File: src/rtl/kp_pkg.sv
// kpscan shared types and constants.
// Key map is indexed [row][col], rows top to bottom.
package kp_pkg;

  localparam int NROWS = 4;
  localparam int NCOLS = 4;

  typedef enum logic [1:0] {
    KP_SCAN,
    KP_DEBOUNCE,
    KP_HELD
  } kp_state_t;

  localparam logic [3:0] KEYMAP [NROWS][NCOLS] = '{
    '{4'h1, 4'h2, 4'h3, 4'hA},
    '{4'h4, 4'h5, 4'h6, 4'hB},
    '{4'h7, 4'h8, 4'h9, 4'hC},
    '{4'hE, 4'h0, 4'hF, 4'hD}
  };

endpackage

File: src/rtl/kp_sync.sv
// Parameterized-width 2-flop synchronizer.
// Reset value is programmable for inputs that idle high.
module kp_sync #(
  parameter int           W       = 4,
  parameter logic [W-1:0] RST_VAL = '1
) (
  input  logic         clk,
  input  logic         reset,
  input  logic [W-1:0] d_i,
  output logic [W-1:0] q_o
);

  logic [W-1:0] s1_q;
  logic [W-1:0] s2_q;

  always_ff @(posedge clk or posedge reset) begin
    if (reset) begin
      s1_q <= RST_VAL;
      s2_q <= RST_VAL;
    end else begin
      s1_q <= d_i;
      s2_q <= s1_q;
    end
  end

  assign q_o = s2_q;

endmodule

File: src/rtl/kpscan.sv
// 4x4 keypad scanner with press/release debounce.
// Produces the hex code of the held key plus hit level and press strobe.
module kpscan
  import kp_pkg::*;
#(
  parameter int SCAN_DIV = 4096,
  parameter int DEBOUNCE = 8
) (
  input  logic       clk,
  input  logic       reset,
  input  logic [3:0] kpr,
  output logic [3:0] kpc,
  output logic [3:0] num,
  output logic       kphit,
  output logic       kpstrobe
);

  localparam int DW = $clog2(SCAN_DIV);
  localparam int CW = $clog2(DEBOUNCE);

  logic [3:0]    rows;
  kp_state_t     state_q;
  logic [1:0]    col_q;
  logic [1:0]    row_q;
  logic [DW-1:0] div_q;
  logic [CW-1:0] cnt_q;
  logic [3:0]    kpc_q;
  logic [3:0]    num_q;
  logic          hit_q;
  logic          stb_q;

  logic [1:0]    rsel;
  logic [1:0]    col_inc;
  logic          tick;
  logic          pressed;
  logic          last;
  logic          same;

  kp_sync #(
    .W      (4),
    .RST_VAL(4'hF)
  ) u_sync (
    .clk  (clk),
    .reset(reset),
    .d_i  (kpr),
    .q_o  (rows)
  );

  // Descending loop so the lowest low row wins.
  always_comb begin
    rsel = 2'd0;
    for (int i = NROWS - 1; i >= 0; i--) begin
      if (!rows[i]) rsel = 2'(i);
    end
  end

  assign pressed = ~&rows;
  assign same    = pressed && (rsel == row_q);
  assign last    = (cnt_q == CW'(DEBOUNCE - 1));
  assign tick    = (div_q == DW'(SCAN_DIV - 1));
  assign col_inc = col_q + 2'd1;

  always_ff @(posedge clk or posedge reset) begin
    if (reset) begin
      state_q <= KP_SCAN;
      col_q   <= 2'd0;
      row_q   <= 2'd0;
      div_q   <= '0;
      cnt_q   <= '0;
      kpc_q   <= 4'b1110;
      num_q   <= 4'h0;
      hit_q   <= 1'b0;
      stb_q   <= 1'b0;
    end else begin
      stb_q <= 1'b0;
      div_q <= tick ? '0 : div_q + DW'(1);
      if (tick) begin
        unique case (state_q)
          KP_SCAN: begin
            if (pressed) begin
              row_q   <= rsel;
              cnt_q   <= CW'(1);
              state_q <= KP_DEBOUNCE;
            end else begin
              col_q <= col_inc;
              kpc_q <= ~(4'b0001 << col_inc);
            end
          end
          KP_DEBOUNCE: begin
            if (same && last) begin
              state_q <= KP_HELD;
              num_q   <= KEYMAP[row_q][col_q];
              hit_q   <= 1'b1;
              stb_q   <= 1'b1;
              cnt_q   <= '0;
            end else if (same) begin
              cnt_q <= cnt_q + CW'(1);
            end else begin
              state_q <= KP_SCAN;
              col_q   <= col_inc;
              kpc_q   <= ~(4'b0001 << col_inc);
            end
          end
          KP_HELD: begin
            if (!rows[row_q]) begin
              cnt_q <= '0;
            end else if (last) begin
              hit_q   <= 1'b0;
              state_q <= KP_SCAN;
              col_q   <= col_inc;
              kpc_q   <= ~(4'b0001 << col_inc);
            end else begin
              cnt_q <= cnt_q + CW'(1);
            end
          end
          default: state_q <= KP_SCAN;
        endcase
      end
    end
  end

  assign kpc      = kpc_q;
  assign num      = num_q;
  assign kphit    = hit_q;
  assign kpstrobe = stb_q;

endmodule

File: config.mk
export PLATFORM = sky130hd
export DESIGN_NAME = kpscan
export DESIGN_NICKNAME = d
export VERILOG_FILES = /design/src/rtl/kp_pkg.sv /design/src/rtl/kp_sync.sv /design/src/rtl/kpscan.sv
export SDC_FILE = /design/constraint.sdc
export NUM_CORES = 1
export LEC_CHECK = 0
export CAP_MARGIN = 0
export CORE_AREA = 2 2 72 92
export CTS_BUF_LIST = sky130_fd_sc_hd__clkbuf_4 sky130_fd_sc_hd__clkbuf_8
export DETAILED_ROUTE_END_ITERATION = 12
export DIE_AREA = 0 0 74 94
export HOLD_SLACK_MARGIN = 0.15
export MAX_ROUTING_LAYER = met4
export PLACE_DENSITY_LB_ADDON = 0.3
export SLEW_MARGIN = 5
export SYNTH_ARGS = -nofsm -noshare
export SYNTH_HDL_FRONTEND = slang
export SYNTH_SLANG_ARGS = --single-unit
File: constraint.sdc
create_clock -name clk -period 1.6 [get_ports clk]
set_input_delay 0.32 -clock clk [delete_from_list [all_inputs] [get_ports clk]]
set_output_delay 0.32 -clock clk [all_outputs]
set_load 0.01 [all_outputs]
### After elaboration in Yosys (flattened, before gate mapping)

Cells that the tools add are included.

* register bits after elaboration: 39
* input bits: 6

* $add $sub $neg: 3
* magnitude comparators: 3
* equal/unequal tests: 15
* shifts and indexed selects: 1
* multiplexer cells: 44
* bitwise gates (word level): 4
* reduce and logical (&&, ||, !) cells: 13

Operators with widths (count)
* 16-bit binary-select mux with 2-bit select: 1
* 16-bit 2-to-1 mux: 2
* 2-bit 2-to-1 mux: 14
* 4-bit 2-to-1 mux: 7
* 3-bit 2-to-1 mux: 5
* 5-bit AND reduction: 3
* 2-bit inequality test, second input constant: 7
* 12-bit by 1-bit adder with 12-bit output, second input constant: 1
* 12-bit equality test, second input constant: 1
* 12-bit 2-to-1 mux: 1
* 2-bit case mux with 3 select lines: 2
* 4-bit case mux with 3 select lines: 1
* 3-bit inequality test, second input constant: 3
* 3-bit case mux with 3 select lines: 1
* 4-bit binary-select mux with 2-bit select: 1
* 1-bit 2-to-1 mux: 7
* 7-bit AND reduction: 1
* 3-bit >= comparator, second input constant: 2
* 2-bit inverter with 3-bit output: 2
* 3-bit AND reduction: 2
* 4-bit inverter: 1
* 4-bit AND reduction: 1
* 1-bit by 2-bit << shifter with 4-bit output, first input constant: 1
* 3-bit by 1-bit adder with 3-bit output, second input constant: 1
* other kinds (14): 15

### Depth between registers and ports, before layout

Gate-level depths: netlist of run 1.

* word-level depth: 10
* gate-level depth with buffers: 7
* mapped depth without buffers: 7

### Hierarchy

From an unflattened synthesis of run 1, not the netlist that was laid out.

* cell total of the unflattened synthesis: 189
* area total of the unflattened synthesis: 2048.2 µm²

Modules (own cells, without submodules)
* kpscan: times used 1, cells an instance 180, area an instance 1834.3 µm²
* kp_sync: times used 1, cells an instance 9, area an instance 214.0 µm²

### Worst setup path before layout of run 1

Ideal clock, no wire load.

* path kind: reg2reg
* from: register div_q[0]
* to: register col_q[1]
* library setup time: 0.125 ns
* arrival: 1.661 ns
* required time: 1.475 ns
* setup slack: -0.186 ns
* stages on the path, launching flop included: 8
* buffers on the path: 1
* clock period less this slack: 1.786 ns
* path through: dfrtp_1 > ha_1 > and4_4 > and3_1 > buf_6 > o21a_4 > nand3_4 > mux2_4

* longest elaborated chain between the ends: 2

Ends and longest elaborated chain
* from (decl): line kpscan.sv:25 `logic [DW-1:0] div_q;`
* from (signal assigned): line kpscan.sv:76 `div_q <= tick ? '0 : div_q + DW'(1);`
* 12-bit equality test: line kpscan.sv:60 `assign tick = (div_q == DW'(SCAN_DIV - 1));`
* 7-bit AND reduction (no line)
* to (signal assigned): line kpscan.sv:85 `col_q <= col_inc;`
* to (signal assigned): line kpscan.sv:100 `col_q <= col_inc;`
* to (signal assigned): line kpscan.sv:110 `col_q <= col_inc;`
* to (decl): line kpscan.sv:23 `logic [1:0] col_q;`

Every way passes these cells.
A chain may end at the register's enable or synchronous reset.

### Worst setup path after layout of run 1

* from: register u_sync.s2_q[1] (netlist: u_sync.q_o[1])
* to: register cnt_q[2]

* longest elaborated chain between the ends: 7
* elaborated cells on any way between the ends: 16
* those cells by class: 4 x eq/ne; 7 x mux; 5 x reduce/logical

Ends and longest elaborated chain
* from (decl): line kp_sync.sv:14 `logic [W-1:0] s2_q;`
* from (signal assigned): line kp_sync.sv:22 `s2_q <= s1_q;`
* 2-bit 2-to-1 mux (2 in a row): line kpscan.sv:53 `if (!rows[i]) rsel = 2'(i);`
* 2-bit equality test: line kpscan.sv:58 `assign same = pressed && (rsel == row_q);`
* 1-bit logical AND: line kpscan.sv:58
* 1-bit logical AND: line kpscan.sv:90 `if (same && last) begin`
* 3-bit inequality test (no line) / 3-bit 2-to-1 mux (equally long branches)
* 5-bit AND reduction (no line) / 3-bit case mux with 3 select lines (equally long branches)
* to (signal assigned): line kpscan.sv:97 `cnt_q <= cnt_q + CW'(1);`
* to (signal assigned): line kpscan.sv:113 `cnt_q <= cnt_q + CW'(1);`
* to (decl): line kpscan.sv:26 `logic [CW-1:0] cnt_q;`

Several ways; a longest one is shown, not always the timed one. The select of a mux whose other input is x is not followed.

==> flow_summary_export.csv, run 1 <==
group,metric,value,unit
sta,layout_setup_ws,-0.161,ns
critical_path,worst-r2r-cell-count,5,
pwr,power.switching,0.406,mW
critical_path,cp_top_family,"flip-flops",
sta,tns,-1.87,ns
place,dpl-instance-area,0.00257,sq mm
sta,maxSlewHeadroom,80.8,%
routing,dr.first_iter.drc_count,72,
routing,wire_per_inst,11.9,um
place,placed_cells,310,
die,die-area,0.00696,sq mm
yosys,synthesis.nets,198,
yosys,yosysTopAreaCellShare,33.8,%
yosys,synth.most_common_cell,"dfrtp_1",
critical_path,critPathBufInv,0,
status,status,"finished, violations left",
critical_path,r2r-end,"cnt_q[2]",
yosys,yosysTopAreaCell,"dfrtp_1",
routing,dr_total_vias,1482,
yosys,yosysSeqAreaShare,47.7,%
critical_path,startpoint,"u_sync.q_o[1]",
finish,final_cell_area,0.00286,sq mm
pwr,p_clk_share,47.2,%
yosys,synth_cells,181,
critical_path,worstSetupPathType,"reg -> reg",
yosys,synth_common_cells,"dfrtp_1, inv_1, nor2_1, dfstp_2, ha_1",
global_routing,grt_max_degree,40,
yosys,synth_edf_count,0,
finish,layoutNonFillerInstCount,324,
sta,holdWs,0.358,ns
critical_path,r2r_setup_slack,-0.16,ns
clock_tree,cts_root_buf,"clkbuf_8",
pwr,power,2.07,mW
global_routing,grt_pass1_wl,6.91,mm
die,ios,16,
pwr,cell_internal_pwr,1.67,mW
worst_hold_path,min_to,"u_sync.q_o[2]",
worst_hold_path,min_path_type,"reg -> reg",
sta,period_share,110,%
global_routing,grt_overflow,0,
critical_path,worstSetupEndpointType,"flop",
worst_hold_path,min_path_cells,0,
sta,slew_violations,0,
critical_path,critPathRequiredTime,1.78,ns
critical_path,slowest_delay,0.61,ns
global_routing,grt_usage,13.2,%
routing,vias_per_cell,4.57,
clock_tree,clock_sinks,39,
clock_tree,clock_latency,0.29,ns
sta,rsz0062_at_grt,"yes",
yosys,yosys_warnings,0,
sta,fin_worst_skew,0.00413,ns
yosys,avgSynthCellArea,11.5,sq um
routing,ant_nets,0,
finish,post-route-util,47.3,%
critical_path,critical_path_arrival,1.94,ns
die,start_util,34.3,%
finish,area_growth,38.0,%
die,coreArea,0.00605,sq mm
clock_tree,cts_tree,"done",
sta,hold_viol_final,0,
die,fp-row-count,32,
worst_hold_path,holdCritStartpoint,"u_sync.s1_q[2]",
yosys,ys_ff_latch,39,
yosys,ys_top_cells_by_area,"dfrtp_1, dfstp_2, ha_1",
pwr,power.density,725,mW/mm^2
routing,dr.pass1.iters,4,
critical_path,rr_startpoint,"u_sync.q_o[1]",
die,die_y,94,um
critical_path,slowest_stage,"dfstp_2",
finish,fillers,568,
place,place_ws,-0.297,ns
clock_tree,cts_made_buffers,5,
sta,post-route-min-period,1.76,ns
pwr,peakVddDrop,0.440,mV
place,gp_congestion,0.823,
die,die_width,74,um
status,violations,"negative setup slack",
critical_path,cp-start-kind,"flop",
clock_tree,cts.clk_slew.worst_paths,0.08,ns
clock_tree,htree_levels,2,
yosys,yosys_most_used_dff,"dfrtp_1",
routing,remaining_drc_errors,0,
global_routing,antenna_found_initial,0,
flow_run,drv_cap,0,
sta,finalSetupViolCount,17,
yosys,async_flop_share,100,%
place,port_buffers,15,
finish,diodes,0,
yosys,syn_area,0.00207,sq mm
finish,finalNetCount,255,
routing,postRouteWirelength,3.85,mm
sta,fmax,568,MHz
yosys,synth.distinct_cells,43,
pwr,seq_power_share,48.8,%
pwr,p_sw_share,19.6,%
critical_path,cp_cell_sequence,"or2_1 -> a21oi_2 -> or2_4 -> o2111ai_4 -> mux2_4",
clock_tree,cts_hold_buf,0,
finish,final_layout_size_suffix_gt1_share,38.9,%
critical_path,cp_max_fo,5,
pwr,combPwrFrac,4.0,%
pwr,power_leakage,1.32,nW
global_routing,first_global_vias,1583,
sta,tightestPinTransition,0.283,ns
clock_tree,clock_path_buffers,2,
place,hpwlAfterDp,2.82,mm
flip-flops by register name, summed over array words and instances (netlist names):
signal / count
kphit: 1
col_q: 2
div_q: 12
num: 4
cnt_q: 3
u_sync.q_o: 4
u_sync.s1_q: 4
state_q: 2
kpstrobe: 1
kpc: 4
row_q: 2
power by group through the flow:
stage	clock [mW]	combinational, mW	sequential (mW)
after global routing	1.06	0.0933	1.01
after CTS	1.02	0.0807	1.01
after global placement	0	0.0701	1.03
after floorplan	0	0.0334	1.03
after detailed placement	0	0.0702	1.03
final	0.979	0.0825	1.01
cell families after synthesis:
| family | Yosys count | share of synthesized area [%] |
|---|---|---|
| xor+xnor | 12 | 5.07 |
| compound gates | 33 | 12.4 |
| fa+ha+maj | 11 | 6.64 |
| mux | 16 | 9.11 |
| buf+inv | 21 | 5.01 |
| simple gates | 49 | 14.1 |
| flops | 39 | 47.7 |
worst reg2reg max path, delay by kind of cell, from the launching register on:
kind,cells,cell delay [ns]
compound gates,2,0.32
flops,1,0.61
mux,1,0.33
simple gates,2,0.40
metal layers:
metal  global-route usage, %  vias to the layer above  routed length, um
met5                       -                        -                  0
met4                    5.15                        0                 60
met3                    3.33                        6                109
met2                    22.5                       18               2050
met1                    14.7                      708               1630
li1                        -                      750                  -
placed cells by master, fill, tap and decap left out, types with 2 or more instances in the layout:
cell type and instances:
nor2_1 12, dfstp_2 11, dfrtp_1 27, buf_4 35
a31oi_1 4, a22oi_1 2, mux2_4 8, clkdlybuf4s50_1 11
nand4_1 3, clkbuf_8 5, dlygate4sd2_1 3, and3_1 3
o21ai_1 2, buf_6 4, nand2_1 10, inv_1 14
or2_1 2, bufinv_16 2, ha_1 9, o211ai_1 4
nor2_2 2, a21oi_2 3, a21oi_1 3, xor2_1 3
o21ai_0 6, xnor2_1 9, mux2i_2 2, mux2i_1 5
nand3_1 6
worst max-delay path by stage:
stage                     to  slack, ns  cells after the start
CTS                 cnt_q[2]      -0.16                      5
finish              cnt_q[2]      -0.16                      5
detailed placement    num[0]      -0.30                      5
global placement      num[3]      -0.25                      5
floorplan           col_q[1]      -0.17                      7
global route        cnt_q[2]      -0.25                      5
what timing repair did:
action | 4_1_cts | 5_1_grt
endpoints found under the setup margin | 20 | 19
buffers inserted | 5 | 1
gates resized for setup | 15 | 13
pin swaps | 5 | 4
cell type report:
class / instances / area (sq um) / share of cell area [%]
multi-input cells: 121 / 1080 / 37.7
flip-flops and latches: 39 / 991 / 34.6
repair buffers: 56 / 492 / 17.2
well taps: 85 / 106 / 3.72
clock buffers: 5 / 68.8 / 2.40
clock inverters: 3 / 67.6 / 2.36
inverters: 15 / 56.3 / 1.97
No activity file was read; power rests on OpenSTA's default activity.
==> run 2: changes to the inputs <==
Clock period 1.6 ns to 1.9 ns, I/O delays scaled along.
==> flow_summary_export.csv, run 2 (synthesis results as in run 1) <==
group,metric,value,unit
sta,tns,0,ns
finish,top_register,"div_q",
clock_tree,clock_path_buffers,2,
finish,area_growth,22.5,%
place,port_buffers,15,
routing,dr_total_vias,1396,
critical_path,slowest_delay,0.62,ns
routing,dr.pass1.iters,4,
place,gp_congestion,0.739,
pwr,power_leakage,1.14,nW
sta,finalSetupViolCount,0,
die,coreArea,0.00605,sq mm
flow_run,drv_cap,0,
critical_path,worstSetupPathType,"reg -> reg",
clock_tree,clock_latency,0.30,ns
finish,layout_commonest_cell,"dfrtp_1",
critical_path,cp_top_family,"flip-flops",
clock_tree,cts_root_buf,"clkbuf_8",
sta,hold_viol_final,0,
routing,remaining_drc_errors,0,
critical_path,critPathRequiredTime,2.08,ns
global_routing,use_met1,14.1,%
sta,fmax,554,MHz
global_routing,first_global_vias,1486,
die,die_y,94,um
pwr,power.density,586,mW/mm^2
pwr,p_sw_share,24.0,%
sta,period_share,95.0,%
routing,postRouteWirelength,3.63,mm
die,die-area,0.00696,sq mm
die,fp-row-count,32,
sta,maxSlewHeadroom,78.1,%
worst_hold_path,min_path_type,"reg -> reg",
place,hpwlAfterDp,2.65,mm
routing,wire_per_inst,12.1,um
pwr,combPwrFrac,3.4,%
critical_path,cp_num_cells,5,
routing,vias_per_cell,4.65,
finish,layout_common_cells,"dfrtp_1, buf_4, clkdlybuf4s50_1",
finish,multi_input_area,0.00100,sq mm
die,ios,16,
status,status,"finished clean",
global_routing,grt_pass1_wl,6.67,mm
finish,final_cell_area,0.00254,sq mm
clock_tree,cts.clk_slew.worst_paths,0.08,ns
worst_hold_path,min_path_cells,0,
clock_tree,cts_made_buffers,5,
routing,ant_nets,0,
global_routing,grt_max_degree,40,
finish,final_layout_size_suffix_gt1_share,27.0,%
critical_path,critical_path_arrival,1.99,ns
sta,fin_worst_skew,0.00905,ns
critical_path,critPathBufInv,0,
critical_path,worst-r2r-cell-count,5,
pwr,p_clk_share,39.1,%
critical_path,cp_max_fo,7,
finish,seq_area,990,sq um
finish,diodes,0,
finish,finalNetCount,231,
place,dpl-instance-area,0.00240,sq mm
clock_tree,clock_sinks,39,
sta,slew_violations,0,
critical_path,worstSetupEndpointType,"flop",
pwr,seq_power_share,57.5,%
global_routing,busiest_layer,"met2",
critical_path,cp_cell_sequence,"or2_1 -> a21oi_2 -> or2_4 -> o2111ai_4 -> mux2_1",
die,die_width,74,um
critical_path,cp-start-kind,"flop",
global_routing,grt_overflow,0,
clock_tree,cts_tree,"done",
critical_path,r2r_setup_slack,0.09,ns
routing,dr.first_iter.drc_count,43,
sta,post-route-min-period,1.81,ns
global_routing,antenna_found_initial,0,
critical_path,slowest_stage,"dfstp_2",
sta,tightestPinTransition,0.328,ns
finish,largest_reg_flops,12,
global_routing,grt_use_met3,3.54,%
global_routing,gr-usage-met2,22.0,%
finish,fillers,603,
pwr,power.switching,0.357,mW
global_routing,grt_usage,12.9,%
sta,rsz0062_at_grt,"no",
pwr,peakVddDrop,0.341,mV
die,start_util,34.3,%
clock_tree,htree_levels,2,
pwr,cell_internal_pwr,1.13,mW
-- run 2: cell types whose count changed in the layout (fill, tap and decap cells not counted), moves of 2 or more --
cell | before | now
buf_4 | 35 | 16
buf_6 | 4 | 0
clkdlybuf4s50_1 | 11 | 15
dlygate4sd2_1 | 3 | 0
mux2_1 | 0 | 3
mux2_4 | 8 | 5
bufinv_16 | 2 | 0
nor2_1 | 12 | 14
nor2_2 | 2 | 0
-- run 2: per-layer routing --
| metal | vias up | wire (um) |
|---|---|---|
| li1 | 694 | - |
| met3 | 5 | 119 |
| met4 | 0 | 63 |
| met5 | - | 0 |
| met2 | 21 | 1930 |
| met1 | 676 | 1520 |
-- run 2: final timing paths --
path / start / endpoint
worst max-delay path: u_sync.q_o[1] / cnt_q[1]
worst min-delay path: u_sync.s1_q[1] / u_sync.q_o[1]
worst max register to register: u_sync.q_o[1] / cnt_q[1]
worst min register to register: u_sync.s1_q[1] / u_sync.q_o[1]
max in group asynchronous: reset / u_sync.s1_q[3]
min in group asynchronous: reset / row_q[1]
-- run 2: area by class of cell --
class	instances	area share, %
clock buffer	5	2.71
timing repair buffer	32	11.4
inverter	15	2.22
tap	85	4.19
clock inverter	3	0.936
multi-input combinational	121	39.5
sequential	39	39.0
-- run 2: per-stage QoR --
| stage | hold WS [ns] | utilization (%) | power, mW | worst slack, ns | instances |
|---|---|---|---|---|---|
| global route | 0.363 | 42.0 | 1.56 | 0.00389 | 300 |
| detailed placement | 0.347 | 39.7 | 0.920 | 0.0505 | 289 |
| global placement | 0.346 | 39.7 | 0.919 | 0.0810 | 289 |
| finish | 0.358 | 42.0 | 1.49 | 0.0941 | 300 |
| floorplan | 0.345 | - | 0.896 | 0.114 | 181 |
| CTS | 0.360 | 41.2 | 1.51 | 0.0241 | 297 |
-- run 2: power by group through the flow --
stage | sequential [mW] | clock (mW) | combinational [mW]
detailed placement | 0.870 | 0 | 0.0497
CTS | 0.855 | 0.610 | 0.0498
finish | 0.855 | 0.581 | 0.0504
floorplan | 0.868 | 0 | 0.0280
global route | 0.857 | 0.643 | 0.0575
global placement | 0.870 | 0 | 0.0495
-- run 2: timing repair --
| item | CTS | global route |
|---|---|---|
| buffers inserted | 0 | 3 |
| gates resized for setup | 0 | 7 |
| hold buffers | 0 | 0 |
| setup endpoints to repair | 0 | 7 |
-- run 2: worst register-to-register path, stage by stage (launching register included) --
cell and delay (ns):
dfstp_2 0.62, or2_1 0.14, a21oi_2 0.07, or2_4 0.28
o2111ai_4 0.23, mux2_1 0.35
